`src/rtl/a8_bus_master.sv`:
```
// a8_bus_master: Atari 8-bit system-bus initiator. It derives PHI2 from sysclk
// and runs one 6502-style bus cycle (IDLE / READ / WRITE / HALTED) every CYCLE
// clocks. A simple valid/ready port feeds it one request per cycle.
module a8_bus_master #(
    parameter int unsigned CYCLE     = 56,  // bus cycle length, even, >= 8
    parameter int unsigned ADDR_DLY  = 18,  // count where a8_a / a8_rw_n change
    parameter int unsigned WDATA_DLY = 42,  // count where write data is driven
    parameter int unsigned RSAMPLE   = 49   // count where read data is sampled
) (
    input  logic        sysclk,
    input  logic        rst,
    input  logic        req_valid,
    output logic        req_ready,
    input  logic        req_rd,
    input  logic [15:0] req_addr,
    input  logic [7:0]  req_wdata,
    output logic        rsp_valid,
    output logic [7:0]  rsp_rdata,
    output logic        a8_clk,
    output logic [15:0] a8_a,
    output logic        a8_a_oe,
    output logic        a8_rw_n,
    output logic [7:0]  a8_d_out,
    output logic        a8_d_oe,
    input  logic [7:0]  a8_d_in,
    input  logic        a8_halt_n
);

    localparam int unsigned CW = $clog2(CYCLE);

    // Registered outputs become visible one clock after the count they are
    // loaded on, so each event is loaded at its nominal count minus one.
    localparam logic [CW-1:0] CNT_LAST    = CW'(CYCLE - 1);
    localparam logic [CW-1:0] CNT_HALF    = CW'(CYCLE / 2);
    localparam logic [CW-1:0] CNT_ADDR    = CW'(ADDR_DLY - 1);
    localparam logic [CW-1:0] CNT_WDATA   = CW'(WDATA_DLY - 1);
    localparam logic [CW-1:0] CNT_RSAMPLE = CW'(RSAMPLE);

    typedef enum logic [1:0] {
        M_IDLE   = 2'd0,
        M_READ   = 2'd1,
        M_WRITE  = 2'd2,
        M_HALTED = 2'd3
    } mode_e;

    logic [CW-1:0] cnt_q, cnt_d;
    mode_e         mode_q, mode_d;
    logic [15:0]   addr_q, addr_d;
    logic [7:0]    wdata_q, wdata_d;
    logic          cyc_start;

    logic          a8_clk_q;
    logic [15:0]   a8_a_q;
    logic          a8_a_oe_q;
    logic          a8_rw_n_q;
    logic [7:0]    a8_d_out_q;
    logic          a8_d_oe_q;
    logic          rsp_valid_q;
    logic [7:0]    rsp_rdata_q;

    assign cyc_start = (cnt_q == '0);

    // Ready is offered only in the first clock of a non-halted cycle.
    assign req_ready = !rst && cyc_start && a8_halt_n;

    // Counter wrap and cycle-type / request latch selection at cycle start.
    always_comb begin
        cnt_d   = (cnt_q == CNT_LAST) ? '0 : cnt_q + CW'(1);
        mode_d  = mode_q;
        addr_d  = addr_q;
        wdata_d = wdata_q;
        if (cyc_start) begin
            if (!a8_halt_n) begin
                mode_d = M_HALTED;
            end else if (req_valid) begin
                mode_d  = req_rd ? M_READ : M_WRITE;
                addr_d  = req_addr;
                wdata_d = req_wdata;
            end else begin
                mode_d = M_IDLE;
            end
        end
    end

    // Cycle state machine and all registered bus/response outputs.
    always_ff @(posedge sysclk) begin
        if (rst) begin
            cnt_q       <= '0;
            mode_q      <= M_IDLE;
            addr_q      <= '0;
            wdata_q     <= '0;
            a8_clk_q    <= 1'b0;
            a8_a_q      <= '0;
            a8_a_oe_q   <= 1'b0;
            a8_rw_n_q   <= 1'b1;
            a8_d_out_q  <= '0;
            a8_d_oe_q   <= 1'b0;
            rsp_valid_q <= 1'b0;
            rsp_rdata_q <= '0;
        end else begin
            cnt_q       <= cnt_d;
            mode_q      <= mode_d;
            addr_q      <= addr_d;
            wdata_q     <= wdata_d;
            a8_clk_q    <= (cnt_d >= CNT_HALF);
            rsp_valid_q <= 1'b0;

            // Address phase: IDLE and HALTED cycles present the last address
            // as a read; HALTED additionally releases the address bus.
            if (cnt_q == CNT_ADDR) begin
                a8_a_q    <= addr_d;
                a8_rw_n_q <= (mode_d != M_WRITE);
                a8_a_oe_q <= (mode_d != M_HALTED);
            end

            // Write data is driven from WDATA_DLY to the end of the cycle.
            if ((cnt_q == CNT_WDATA) && (mode_d == M_WRITE)) begin
                a8_d_out_q <= wdata_d;
                a8_d_oe_q  <= 1'b1;
            end else if (cnt_q == CNT_LAST) begin
                a8_d_oe_q <= 1'b0;
            end

            // Read data is captured at RSAMPLE and returned the next clock.
            if ((cnt_q == CNT_RSAMPLE) && (mode_d == M_READ)) begin
                rsp_valid_q <= 1'b1;
                rsp_rdata_q <= a8_d_in;
            end
        end
    end

    assign a8_clk    = a8_clk_q;
    assign a8_a      = a8_a_q;
    assign a8_a_oe   = a8_a_oe_q;
    assign a8_rw_n   = a8_rw_n_q;
    assign a8_d_out  = a8_d_out_q;
    assign a8_d_oe   = a8_d_oe_q;
    assign rsp_valid = rsp_valid_q;
    assign rsp_rdata = rsp_rdata_q;

endmodule
```
`config.mk`:
```
export PLATFORM = sky130hd
export DESIGN_NAME = a8_bus_master
export DESIGN_NICKNAME = d
export VERILOG_FILES = /design/src/rtl/a8_bus_master.sv
export SDC_FILE = /design/constraint.sdc
export NUM_CORES = 1
export LEC_CHECK = 0
export BUFFER_PORTS_ARGS = -buffer_cell sky130_fd_sc_hd__buf_2
export CAP_MARGIN = 25
export CORE_ASPECT_RATIO = 2
export CORE_MARGIN = 3
export CORE_UTILIZATION = 30
export DETAILED_ROUTE_END_ITERATION = 6
export GPL_TIMING_DRIVEN = 0
export HOLD_SLACK_MARGIN = 0.15
export SKIP_CTS_REPAIR_TIMING = 1
export SKIP_LAST_GASP = 1
export SLEW_MARGIN = 15
export SYNTH_ARGS = -nofsm -noshare
export SYNTH_HDL_FRONTEND = slang
export SYNTH_SLANG_ARGS = --single-unit
```
`constraint.sdc`:
```
create_clock -name sysclk -period 2 [get_ports sysclk]
set_clock_uncertainty 0.05 [all_clocks]
set_input_delay 0.4 -clock sysclk [delete_from_list [all_inputs] [get_ports sysclk]]
set_output_delay 0.4 -clock sysclk [all_outputs]
set_load 0.02 [all_outputs]
```
Yosys cells after proc, flatten, opt, wreduce, memory -nomap -nowiden:

Cells that the tools add are included.

* bits in registers: 69
* word-level logic and storage cells: 43

* $add $sub $neg: 1
* order comparisons: 1
* eq/ne operators: 8
* muxes and demuxes: 14
* reductions and logical operators: 7

Operators by type and width (count)
* 16-bit two-way mux: 3
* 8-bit two-way mux: 3
* 6-bit == test, second input constant: 3
* 2-bit two-way mux: 4
* 6-bit by 1-bit adder with 6-bit output, second input constant: 1
* 6-bit by 5-bit == test with 1-bit output, second input constant: 1
* 6-bit by 5-bit >= comparator with 1-bit output, second input constant: 1
* 6-bit logical NOT: 1
* 6-bit two-way mux: 1
* 1-bit logical AND: 4
* 2-bit inequality test, second input constant: 2
* 1-bit two-way mux: 3
* 2-bit by 1-bit == test with 1-bit output, second input constant: 1
* 2-bit == test, second input constant: 1
* 2-bit nonzero test: 1
* 1-bit logical NOT: 1

Logic depth before layout (Yosys ltp):

* depth in word-level cells: 7
* mapped depth: 8
* gate-level depth less buffers: 6

Worst setup path before layout:

Ideal clock, no wire load.

* kind: register to output
* start point: reg cnt_q[0]
* end point: out req_ready
* arrival time: 1362 ps
* required time: 1550 ps
* slack: 188 ps
* stages on the path, launching flop included: 6
* buffers on the path: 0
* cell sequence: dfxtp_1 > inv_1 > ha_1 > nor2b_1 > nand2_1 > nor3b_1

* cells in the longest elaborated chain, start to end: 3

Ends and longest elaborated chain
* start: declaration: line 46 `logic [CW-1:0] cnt_q, cnt_d;`
* start signal: assignment: line 101 `cnt_q <= cnt_d;`
* 6-bit logical NOT: line 61 `assign cyc_start = (cnt_q == '0);`
* 1-bit logical AND (2 in a row): line 64 `assign req_ready = !rst && cyc_start && a8_halt_n;`
* end: declaration: line 13 `output logic req_ready,`

Every way passes these cells.

Worst setup path after layout:

* start point: reg cnt_q[5]
* end point: out req_ready

The elaborated chain is that of the path after synthesis.

==> results.sh <==
export IMPL_dp_cells=468
export IMPL_dieArea_um2=9720
export IMPL_crit_type="reg2out"
export IMPL_dieWidth_um=71.2
export IMPL_ys_seq_area_share_pct=54.1
export IMPL_portBuffers=74
export IMPL_antenna_cells=0
export IMPL_hp_class="in2reg"
export IMPL_fp_row_count=47
export IMPL_yosysTopAreaCell="dfxtp_1"
export IMPL_r2r_slack_ps=210
export IMPL_final_common_cell="nand2_1"
export IMPL_busiest_layer="met2"
export IMPL_drt_initial_drc_count=123
export IMPL_finalPower_mw=3.19
export IMPL_outcome="completed"
export IMPL_fillers=882
export IMPL_ir_drop_uv=503
export IMPL_cts_sinks=69
export IMPL_wl_mm=6.24
export IMPL_htree_levels=3
export IMPL_arrival_ps=1510
export IMPL_crit_path_top_delay_cell="dfxtp_1"
export IMPL_clk_pin_slew_ps=60
export IMPL_slowest_delay_ps=290
export IMPL_fmax_mhz=509
export IMPL_required_ps=1550
export IMPL_path_cells="buf_2, nor3_4, nand2_2, nor3b_2, buf_4"
export IMPL_multiInputGateArea_um2=1070
export IMPL_dp_hpwl_mm=4.59
export IMPL_avgSynthCellArea_um2=8.62
export IMPL_slew_headroom_pct=64.9
export IMPL_synth_seq_cells=69
export IMPL_holdWs_ps=249
export IMPL_drc=0
export IMPL_cts_path_max_buffers=2
export IMPL_cts_root_buffer="clkbuf_16"
export IMPL_fp_coreArea_um2=8290
export IMPL_drive_above_1_share_pct=27.1
export IMPL_worst_pin_slew_ps=526
export IMPL_antenna_found_initial=0
export IMPL_synthTopCellsByArea="dfxtp_1 54%, nand2_1 13%, a21oi_1 8.4%"
export IMPL_gp_congestion=0.784
export IMPL_area_growth_pct=32.2
export IMPL_synthCells=296
export IMPL_use_met3_pct=3.48
export IMPL_post_route_period_util_pct=98.2
export IMPL_grt_pass1_wl_mm=10.1
export IMPL_routed_via_density=4.62
export IMPL_tns_ps=0
export IMPL_layoutNonFillerInstCount=485
export IMPL_fin_nets=422
export IMPL_p_per_area_nw_per_um2=947
export IMPL_die_y_um=136
export IMPL_crit_fanout=7
export IMPL_initial_core_util_pct=30.8
export IMPL_finalCriticalPeriod_ps=1960
export IMPL_final_cell_mix="84 x nand2_1, 78 x buf_2, 69 x dfxtp_1, 43 x a21oi_1, 27 x nor2_1"
export IMPL_final_util_pct=40.7
export IMPL_finalHoldViolCount=0
export IMPL_synth_top_area_share_pct=54.1
export IMPL_use_met2_pct=23.6
export IMPL_maxCapViolCount=0
export IMPL_ys_warn_count=0
export IMPL_insertion_delay_ps=330
export IMPL_io_pins=75
export IMPL_cp_end_kind="primary output"
export IMPL_cts_tree="yes"
export IMPL_rsz0062_at_grt="yes"
export IMPL_numCtsBuffers=9
export IMPL_setup_viol=0
export IMPL_grtUsageTotal_pct=13.6
export IMPL_syn_nets=336
export IMPL_drv_slew=0
export IMPL_post_drt_wl_per_cell_um=12.9
export IMPL_grt_max_degree=13
export IMPL_drtAntennaViolNets=0
export IMPL_startpoint_type="flop"
export IMPL_p_leak_nw=1.47
export IMPL_met1_usage_pct=14.6
export IMPL_ys_types=31
export IMPL_dr_pass1_iters=4
export IMPL_vias=2241
export IMPL_grt_ovfl_total=0
export IMPL_ff_latch_area_um2=1380
export IMPL_grt_pass1_vias=2142
export IMPL_netlist_area_um2=2550
synth_stat cells:
cell,count
a31oi_1,1
nand3_1,4
buf_1,1
o21ai_0,1
and4_1,1
nand2b_1,2
a211oi_1,1
nand4_1,2
a311oi_1,1
nor3_1,4
nor4bb_1,1
nor3b_1,1
clkbuf_1,8
xnor2_1,2
nor2b_1,3
dfxtp_1,69
nor2_1,27
nor3_4,1
a21o_1,1
a21oi_1,43
nand2_1,85
mux2i_1,16
buf_6,3
ha_1,3
xor2_1,2
buf_2,5
nand4b_1,1
buf_4,2
inv_1,3
o21bai_1,1
and3_1,1
flip-flops by register name (all words and copies together) (netlist names):
signal	cells
a8_a	16
addr_q	16
a8_d_out	8
rsp_rdata	8
wdata_q	8
cnt_q	6
mode_q	2
a8_a_oe	1
a8_clk	1
a8_d_oe	1
a8_rw_n	1
rsp_valid	1
per-layer routing:
metal | vias to the layer above | wire length [um]
met1 | 1022 | 2430
met4 | 0 | 189
li1 | 1146 | -
met5 | - | 0
met2 | 60 | 3310
met3 | 13 | 305
metrics by stage:
stage	worst slack (ps)	cell area (um^2)
finish	35.1	3370
global route	-52.0	3370
CTS	-162	3350
detailed placement	149	3050
global placement	171	3050
floorplan	188	2550
cells by family after synthesis:
kind of cell	share of synthesized area, %
compound gates	10.1
xor+xnor	1.37
fa+ha+maj	1.47
buf+inv	4.66
flops	54.1
mux	6.27
simple gates	22.0
worst max-delay path: cells and delay by family (launching register included):
kind | cells | cell delay [ps]
flops | 1 | 290
buf+inv | 2 | 320
simple gates | 3 | 570
cell type report:
type                    instances  share of cell area, %
flip-flops and latches         69                   40.9
multi-input cells             205                   31.6
repair buffers                 75                   11.3
clock buffers                  11                   7.20
well taps                      98                   3.64
plain buffers                  19                   3.23
clock inverters                 5                   1.74
inverters                       3                  0.334
path summary, 6_finish.rpt:
| check | startpoint | to | cells after the start |
|---|---|---|---|
| worst max-delay path | cnt_q[5]$_SDFF_PP0_ | req_ready | 5 |
| worst min-delay path | a8_d_in[4] | rsp_rdata[4]$_SDFFE_PP0P_ | 3 |
| worst max register to register | cnt_q[5]$_SDFF_PP0_ | a8_a[8]$_SDFFE_PP0N_ | 7 |
| worst min register to register | addr_q[0]$_SDFF_PP0_ | a8_a[0]$_SDFFE_PP0N_ | 2 |
report_power, final:
part | internal (mW) | switching [mW] | total, mW
logic | 0.0779 | 0.0985 | 0.176
registers | 1.41 | 0.0219 | 1.43
clock network | 1.00 | 0.589 | 1.59
Note: power is estimated with default switching activity, not from simulation.
